`src/rtl/priv_1_12_trap_ctrl.sv`:
```
// Trap entry/exit sequencer: captures a trap or MRET, holds the pipeline until drained,
// commits the CSR updates, then redirects fetch. Optional macro: PRIV_VECTORED_MTVEC_EN.
module priv_1_12_trap_ctrl #(
    parameter int SUPPORT_U     = 1,
    parameter int DRAIN_TIMEOUT = 0
) (
    input  logic        CLK,
    input  logic        RST,
    input  logic        exc_req,
    input  logic [3:0]  exc_cause,
    input  logic [31:0] exc_tval,
    input  logic        intr_req,
    input  logic [3:0]  intr_cause,
    input  logic        mret_req,
    input  logic [31:0] epc,
    input  logic        pipe_drained,
    input  logic [1:0]  curr_priv,
    input  logic        mie,
    input  logic        mpie,
    input  logic [31:0] mtvec,
    input  logic [31:0] mepc,
    output logic        flush_req,
    output logic        busy,
    output logic        trap_commit,
    output logic        mret_commit,
    output logic        mstatus_we,
    output logic        mie_next,
    output logic        mpie_next,
    output logic [1:0]  mpp_next,
    output logic        mepc_we,
    output logic [31:0] mepc_wdata,
    output logic        mcause_we,
    output logic [31:0] mcause_wdata,
    output logic        mtval_we,
    output logic [31:0] mtval_wdata,
    output logic        redirect_valid,
    output logic [31:0] redirect_pc,
    output logic        drain_err
);

    typedef enum logic [1:0] {
        IDLE     = 2'd0,
        DRAIN    = 2'd1,
        COMMIT   = 2'd2,
        REDIRECT = 2'd3
    } state_t;

    localparam logic [31:0] TIMEOUT  = 32'(DRAIN_TIMEOUT);
    localparam logic [1:0]  MRET_MPP = (SUPPORT_U != 0) ? 2'b00 : 2'b11;

    state_t      state_reg, state_next;
    logic        is_mret_reg, is_mret_next;
    logic [31:0] cause_reg, cause_next;
    logic [31:0] tval_reg, tval_next;
    logic [31:0] pc_reg, pc_next;
    logic [1:0]  priv_reg, priv_next;
    logic [31:0] drain_cnt_reg, drain_cnt_next;
    logic        drain_err_reg, drain_err_next;
    logic [31:0] drain_cnt_inc;
    logic [31:0] trap_base;
    logic [31:0] trap_target;

    always_ff @(posedge CLK) begin
        if (RST) begin
            state_reg     <= IDLE;
            is_mret_reg   <= 1'b0;
            cause_reg     <= 32'd0;
            tval_reg      <= 32'd0;
            pc_reg        <= 32'd0;
            priv_reg      <= 2'b00;
            drain_cnt_reg <= 32'd0;
            drain_err_reg <= 1'b0;
        end else begin
            state_reg     <= state_next;
            is_mret_reg   <= is_mret_next;
            cause_reg     <= cause_next;
            tval_reg      <= tval_next;
            pc_reg        <= pc_next;
            priv_reg      <= priv_next;
            drain_cnt_reg <= drain_cnt_next;
            drain_err_reg <= drain_err_next;
        end
    end

    // Saturating so a very long drain never wraps back under the timeout.
    assign drain_cnt_inc = (&drain_cnt_reg) ? drain_cnt_reg : drain_cnt_reg + 32'd1;

    always_comb begin
        state_next     = state_reg;
        is_mret_next   = is_mret_reg;
        cause_next     = cause_reg;
        tval_next      = tval_reg;
        pc_next        = pc_reg;
        priv_next      = priv_reg;
        drain_cnt_next = drain_cnt_reg;
        drain_err_next = drain_err_reg;

        case (state_reg)
            IDLE: begin
                drain_cnt_next = 32'd0;
                if (intr_req || exc_req || mret_req) begin
                    state_next = DRAIN;
                    pc_next    = epc;
                    priv_next  = curr_priv;
                    if (intr_req) begin
                        is_mret_next = 1'b0;
                        cause_next   = {1'b1, 27'd0, intr_cause};
                        tval_next    = 32'd0;
                    end else if (exc_req) begin
                        is_mret_next = 1'b0;
                        cause_next   = {28'd0, exc_cause};
                        tval_next    = exc_tval;
                    end else if (curr_priv == 2'b11) begin
                        is_mret_next = 1'b1;
                        cause_next   = 32'd0;
                        tval_next    = 32'd0;
                    end else begin
                        // MRET below M-mode is an illegal instruction.
                        is_mret_next = 1'b0;
                        cause_next   = 32'd2;
                        tval_next    = 32'd0;
                    end
                end
            end
            DRAIN: begin
                drain_cnt_next = drain_cnt_inc;
                if ((TIMEOUT != 32'd0) && (drain_cnt_inc >= TIMEOUT)) begin
                    drain_err_next = 1'b1;
                end
                if (pipe_drained) begin
                    state_next = COMMIT;
                end
            end
            COMMIT: begin
                state_next = REDIRECT;
            end
            REDIRECT: begin
                state_next = IDLE;
            end
            default: begin
                state_next = IDLE;
            end
        endcase
    end

    assign trap_base = {mtvec[31:2], 2'b00};

`ifdef PRIV_VECTORED_MTVEC_EN
    assign trap_target = (cause_reg[31] && (mtvec[1:0] == 2'b01))
                       ? trap_base + {26'd0, cause_reg[3:0], 2'b00}
                       : trap_base;
`else
    assign trap_target = trap_base;
`endif

    always_comb begin
        flush_req      = 1'b0;
        busy           = 1'b0;
        trap_commit    = 1'b0;
        mret_commit    = 1'b0;
        mstatus_we     = 1'b0;
        mie_next       = 1'b0;
        mpie_next      = 1'b0;
        mpp_next       = 2'b00;
        mepc_we        = 1'b0;
        mepc_wdata     = 32'd0;
        mcause_we      = 1'b0;
        mcause_wdata   = 32'd0;
        mtval_we       = 1'b0;
        mtval_wdata    = 32'd0;
        redirect_valid = 1'b0;
        redirect_pc    = 32'd0;

        case (state_reg)
            DRAIN: begin
                flush_req = 1'b1;
                busy      = 1'b1;
            end
            COMMIT: begin
                flush_req  = 1'b1;
                busy       = 1'b1;
                mstatus_we = 1'b1;
                if (is_mret_reg) begin
                    mie_next    = mpie;
                    mpie_next   = 1'b1;
                    mpp_next    = MRET_MPP;
                    mret_commit = 1'b1;
                end else begin
                    mie_next     = 1'b0;
                    mpie_next    = mie;
                    mpp_next     = priv_reg;
                    trap_commit  = 1'b1;
                    mepc_we      = 1'b1;
                    mepc_wdata   = {pc_reg[31:2], 2'b00};
                    mcause_we    = 1'b1;
                    mcause_wdata = cause_reg;
                    mtval_we     = 1'b1;
                    mtval_wdata  = tval_reg;
                end
            end
            REDIRECT: begin
                flush_req      = 1'b1;
                busy           = 1'b1;
                redirect_valid = 1'b1;
                redirect_pc    = is_mret_reg ? mepc : trap_target;
            end
            default: begin
            end
        endcase
    end

    assign drain_err = drain_err_reg;

endmodule
```
`config.mk`:
```
export PLATFORM = sky130hd
export DESIGN_NAME = priv_1_12_trap_ctrl
export DESIGN_NICKNAME = d
export VERILOG_FILES = /design/src/rtl/priv_1_12_trap_ctrl.sv
export SDC_FILE = /design/constraint.sdc
export NUM_CORES = 1
export LEC_CHECK = 0
export ABC_AREA = 0
export CAP_MARGIN = 20
export CORE_MARGIN = 3
export CORE_UTILIZATION = 32
export CTS_CLUSTER_DIAMETER = 40
export CTS_CLUSTER_SIZE = 25
export DETAILED_ROUTE_END_ITERATION = 10
export PLACE_DENSITY = 0.78
export SYNTH_ARGS = -nofsm -noshare
export SYNTH_HDL_FRONTEND = slang
export SYNTH_SLANG_ARGS = --single-unit
export TNS_END_PERCENT = 20
```
`constraint.sdc`:
```
create_clock -name CLK -period 1.6 [get_ports CLK]
set_clock_uncertainty 0.05 [all_clocks]
set_input_delay 0.32 -clock CLK [delete_from_list [all_inputs] [get_ports CLK]]
set_output_delay 0.32 -clock CLK [all_outputs]
set_load 0.01 [all_outputs]
```
### Yosys cells after proc, flatten, opt, wreduce, memory -nomap -nowiden

Cells that the tools add are included.
W data, S select, Z words.

| storage, ports and cells | value |
|---|---|
| flip-flop bits (word level) | 101 |
| bits of input ports | 146 |
| output and inout bits | 142 |

| operators by class | value |
|---|---|
| equality and inequality tests | 6 |
| multiplexer cells | 32 |
| reduce and logical (&&, ||, !) cells | 6 |

Operators with widths:

| kind | count |
|---|---|
| $mux W32 | 11 |
| $mux W1 | 14 |
| $mux W2 | 5 |
| $pmux W2 S4 | 1 |
| $eq A2 B2 Y1 const B | 3 |
| $mux W4 | 1 |
| $ne A2 B2 Y1 const B | 2 |
| $reduce_and A2 Y1 | 2 |
| $reduce_or A3 Y1 | 1 |
| $eq A2 B1 Y1 const B | 1 |
| $logic_not A2 Y1 | 1 |
| $logic_or A1 B1 Y1 | 2 |

### Logic depth before layout (Yosys ltp)

| logic depth | value |
|---|---|
| depth after elaboration | 4 |
| mapped depth | 8 |
| depth with buffers taken out | 5 |

### Worst setup path after synthesis

Ideal clock, no wire load.

| timing path | value |
|---|---|
| path kind | flip-flop to output port |
| from | register state_reg[0] |
| to | output mepc_wdata[23] |
| data arrival time | 1.403 ns |
| data required time | 1.230 ns |
| path slack | -0.173 ns |
| cell stages (with the launch flop) | 6 |
| cells stage by stage | dfxtp_1 inv_1 ha_1 nor2b_1 buf_2 and2_1 |

| on the way | value |
|---|---|
| longest elaborated chain between the ends | 2 |

Ends and longest elaborated chain:

| what | line | source |
|---|---|---|
| start: declaration | 51 | `state_t state_reg, state_next;` |
| start signal: assignment | 74 | `state_reg <= state_next;` |
| $eq A2 B2 Y1 | 174 | `case (state_reg)` |
| $mux W32 | 174 |  |
| end: declaration | 31 | `output logic [31:0] mepc_wdata,` |

No other way between the ends.

### Worst setup path after layout

| timing path | value |
|---|---|
| from | register state_reg[0] |
| to | output mepc_wdata[18] |

Same word-level chain as after synthesis.

==> out/summary.md <==
### Routing
* 241 — Iteration-0 DRC Markers
* 4 — 1st-pass router iterations
* 0 — DRT antenna net count
* 4.56 — post-detailed-route via-to-cell ratio
* 4415 — detailed-route via count
* 0 — residual DRC count
* 15.8 um — wire length per cell after detailed routing
* 15300 um — Detailed Route WL

### Clock network
* 2 — clock buffer depth
* 0.31 ns — clock latency on the worst-skew pair
* 72 — clock tree sinks
* sky130_fd_sc_hd__clkbuf_16 — buffer cell driving the clock tree root
* 0.06 ns — Clk pin slew, worst setup/hold paths
* 3 — count of H-tree levels built during CTS
* done — CTS tree
* 9 — CTS Buf Count

### Synthesis
* 0.354 — sequential area share after synthesis
* 32 — distinct cell type count after synthesis
* 525 — number of instances in the synthesized netlist
* 4070 um2 — cell area after technology mapping
* 72 — flops & latches, synth
* 0 — Synth warnings
* 7.76 um2 — Avg Inst Size Synth

### Die
* 288 — # IOs
* 0.333 — Initial Utilization
* 40 — standard-cell row count
* 12200 um2 — placeable core region
* 119 um — die span in y
* 119 um — horizontal extent of the die
* 14100 um2 — die area

### Layout
* 32 — flip-flop count of the largest register after layout
* 946 — Final nets
* 969 — Cell Count, Final, Fillers Out
* 0.309 — ratio of cells with drive above 1 in the final layout
* 82.1% — Area growth syn-to-layout
* 1096 — Filler Cell Count

### GRT
* 63 — maximum number of pins on one net before global-route repair
* 0.0569 — met3 layer usage reported by global route
* 0 — aggregate global routing overflow
* 0.201 — Global Route Usage Sum
* met2 — Top Usage Layer GRT
* 4410 — via count of the first global-routing pass
* 0.352 — met2 capacity usage during global routing
* 0 — antenna violations before repair
* 0.236 — met1 demand-to-capacity share in global routing
* 23100 um — wire length of the first global-routing pass

### STA
* 0.400 ns — worst hold slack
* 0 — Final Slew Violations
* 2.04 ns — post-route minimum period
* 1.28 — post-route clock period utilization
* 0.490 GHz — Highest Clock Rate
* true — RSZ-0062 raised after global routing
* -43.49 ns — final total negative setup slack
* 180 — Final setup violation count
* -0.440 ns — minimum setup slack in the final design
* 0 — Hold Vio Cnt, Final

### Power and ir drop
* 1210 nW/um2 — Power Dens Cells
* 727 uV — maximum vdd ir drop
* 9000 uW — total power of the final layout
* 0.00320 uW — static leakage power

### Hold path
* 2 — Hold Path Cell Cnt
* tval_reg[30] — endpoint of the worst hold path
* tval_reg[30] — startpoint of the tightest hold check path
* reg -> reg — path class of the lowest-slack min-delay path

### Setup path
* inv_2, ha_4, nor2b_4, buf_6, buf_12, buf_16, and2_4, buf_6 — cells traversed along the worst timing path
* 1.23 ns — WP data required
* 0.32 ns — Max stage delay on crit path
* state_reg[0] — beginning of the worst register-to-register path
* pc_reg[4] — worst r2r dst
* state_reg[0] — origin of the worst setup path
* reg -> out — kind of critical path
* -0.22 ns — register-to-register setup slack
* 5 — critical-path maximum fanout
* 1.67 ns — critical path arrival
* sky130_fd_sc_hd__buf_6 — CP most frequent cell
* primary output — CP Capture Type
* 11 — worst reg2reg path depth
* sky130_fd_sc_hd__dfxtp_2 — library cell contributing the largest single delay on the critical path
* flip-flop — startpoint types

### Outcome
* finished with violations — result of the run
* negative setup slack — violations in the final reports

### Flow run
* 0 — number of max-cap violations

### Place
* -0.518 ns — pre-CTS setup slack
* 0.825 — placer's final routability congestion estimate
* 253 — count of buffers inserted at the top-level ports
* 11000 um — half-perimeter wire length of the detailed placement result
* 934 — placed instance count

==> per-layer routing <==
layer | part of all wire | vias to the layer above
met1 | 0.40 | 2053
met5 | 0 | -
met3 | 0.064 | 26
li1 | - | 2192
met4 | 0.023 | 0
met2 | 0.51 | 144
==> layout by cell type (no fill, tap or decap), types with 2 or more instances in the layout <==
cell / instances
sky130_fd_sc_hd__nor2b_4: 2
sky130_fd_sc_hd__buf_16: 3
sky130_fd_sc_hd__mux2i_1: 29
sky130_fd_sc_hd__nor2b_2: 4
sky130_fd_sc_hd__and2_4: 34
sky130_fd_sc_hd__nand3_1: 31
sky130_fd_sc_hd__o21ai_0: 21
sky130_fd_sc_hd__a21oi_1: 22
sky130_fd_sc_hd__nor2b_1: 27
sky130_fd_sc_hd__nand2_1: 103
sky130_fd_sc_hd__a211o_1: 2
sky130_fd_sc_hd__conb_1: 30
sky130_fd_sc_hd__clkbuf_16: 10
sky130_fd_sc_hd__ha_4: 3
sky130_fd_sc_hd__buf_2: 66
sky130_fd_sc_hd__mux2i_2: 2
sky130_fd_sc_hd__o21a_1: 2
sky130_fd_sc_hd__inv_1: 6
sky130_fd_sc_hd__clkdlybuf4s50_1: 141
sky130_fd_sc_hd__a31oi_1: 3
sky130_fd_sc_hd__dfxtp_4: 2
sky130_fd_sc_hd__a21oi_2: 12
sky130_fd_sc_hd__o21ai_1: 16
sky130_fd_sc_hd__buf_4: 23
sky130_fd_sc_hd__dlygate4sd2_1: 5
sky130_fd_sc_hd__buf_8: 3
sky130_fd_sc_hd__buf_6: 50
sky130_fd_sc_hd__and2_1: 37
sky130_fd_sc_hd__clkbuf_8: 2
sky130_fd_sc_hd__buf_12: 14
sky130_fd_sc_hd__and3_1: 2
sky130_fd_sc_hd__dfxtp_1: 69
sky130_fd_sc_hd__nor4_2: 3
==> metrics by stage <==
step                      instance area (um2)  utilization
after global placement                   6800        0.557
after detailed placement                 6800        0.557
after global routing                     7410        0.607
after CTS                                7180        0.588
after floorplan                          4190            -
final                                    7410        0.607
==> worst max-delay path: cells and delay by family (launching register included) <==
| kind | cells | cell delay (ns) |
|---|---|---|
| buffers and inverters | 5 | 0.56 |
| and+or+nand+nor | 2 | 0.35 |
| DFF | 1 | 0.32 |
| adders and majority gates | 1 | 0.13 |
==> cells in the mapped netlist, drive strengths merged <==
master	count	area (um2)
clkbuf	18	70.1
o211a	1	10.0
o31ai	1	21.3
inv	8	30.0
nor4	3	25.0
conb	1	3.75
o211ai	1	7.51
nor3	1	5.00
nor3b	1	18.8
mux2i	31	310
nand3	32	160
o21ai	37	185
and2	71	444
a21oi	34	170
o31a	1	8.76
buf	58	424
o21a	2	15.0
a211o	2	17.5
nor2b	33	206
or3	1	6.26
ha	4	50.1
and3	3	18.8
dfxtp	72	1440
a31oi	3	18.8
nand2	104	390
nor2	1	3.75
o221ai	1	8.76
==> how the worst max path moves through the flow <==
stage	end	slack [ns]
after floorplan	mepc_wdata[23]	0.007
after global placement	mepc_wdata[24]	-0.45
after detailed placement	mtval_wdata[8]	-0.52
after CTS	mepc_wdata[2]	-0.44
after global routing	mepc_wdata[24]	-0.51
final	mepc_wdata[18]	-0.44
==> report_power, final <==
group          switching (uW)  internal [uW]
logic                    2240           2380
clock network             731           1290
registers                 195           2160
total                    3170           5830
==> cell families after synthesis <==
group / synth area share
buf+inv: 0.129
other cells: 0.000921
compound gates: 0.114
mux: 0.0762
simple gates: 0.314
fa+ha+maj: 0.0123
flops: 0.354
==> area by class of cell <==
| class | instances | area (um2) | share of cell area |
|---|---|---|---|
| Timing Repair Buffer | 307 | 2970 | 0.400 |
| Multi-Input combinational cell | 398 | 2450 | 0.330 |
| Sequential cell | 72 | 1450 | 0.196 |
| Clock buffer | 11 | 253 | 0.0341 |
| Tap cell | 168 | 210 | 0.0284 |
| Clock inverter | 4 | 51.3 | 0.00692 |
| Inverter | 8 | 32.5 | 0.00439 |
| Antenna cell | 1 | 2.50 | 0.000338 |
==> timing repair <==
item | 4_1_cts | 5_1_grt
gates cloned | 6 | 1
pin swaps | 25 | 33
endpoints found under the hold margin | 0 | 0
setup buffers | 9 | 7
setup endpoints to repair | 178 | 180
hold buffers | 0 | 0
gates resized for setup | 513 | 63
(Power assumes the default switching activity.)
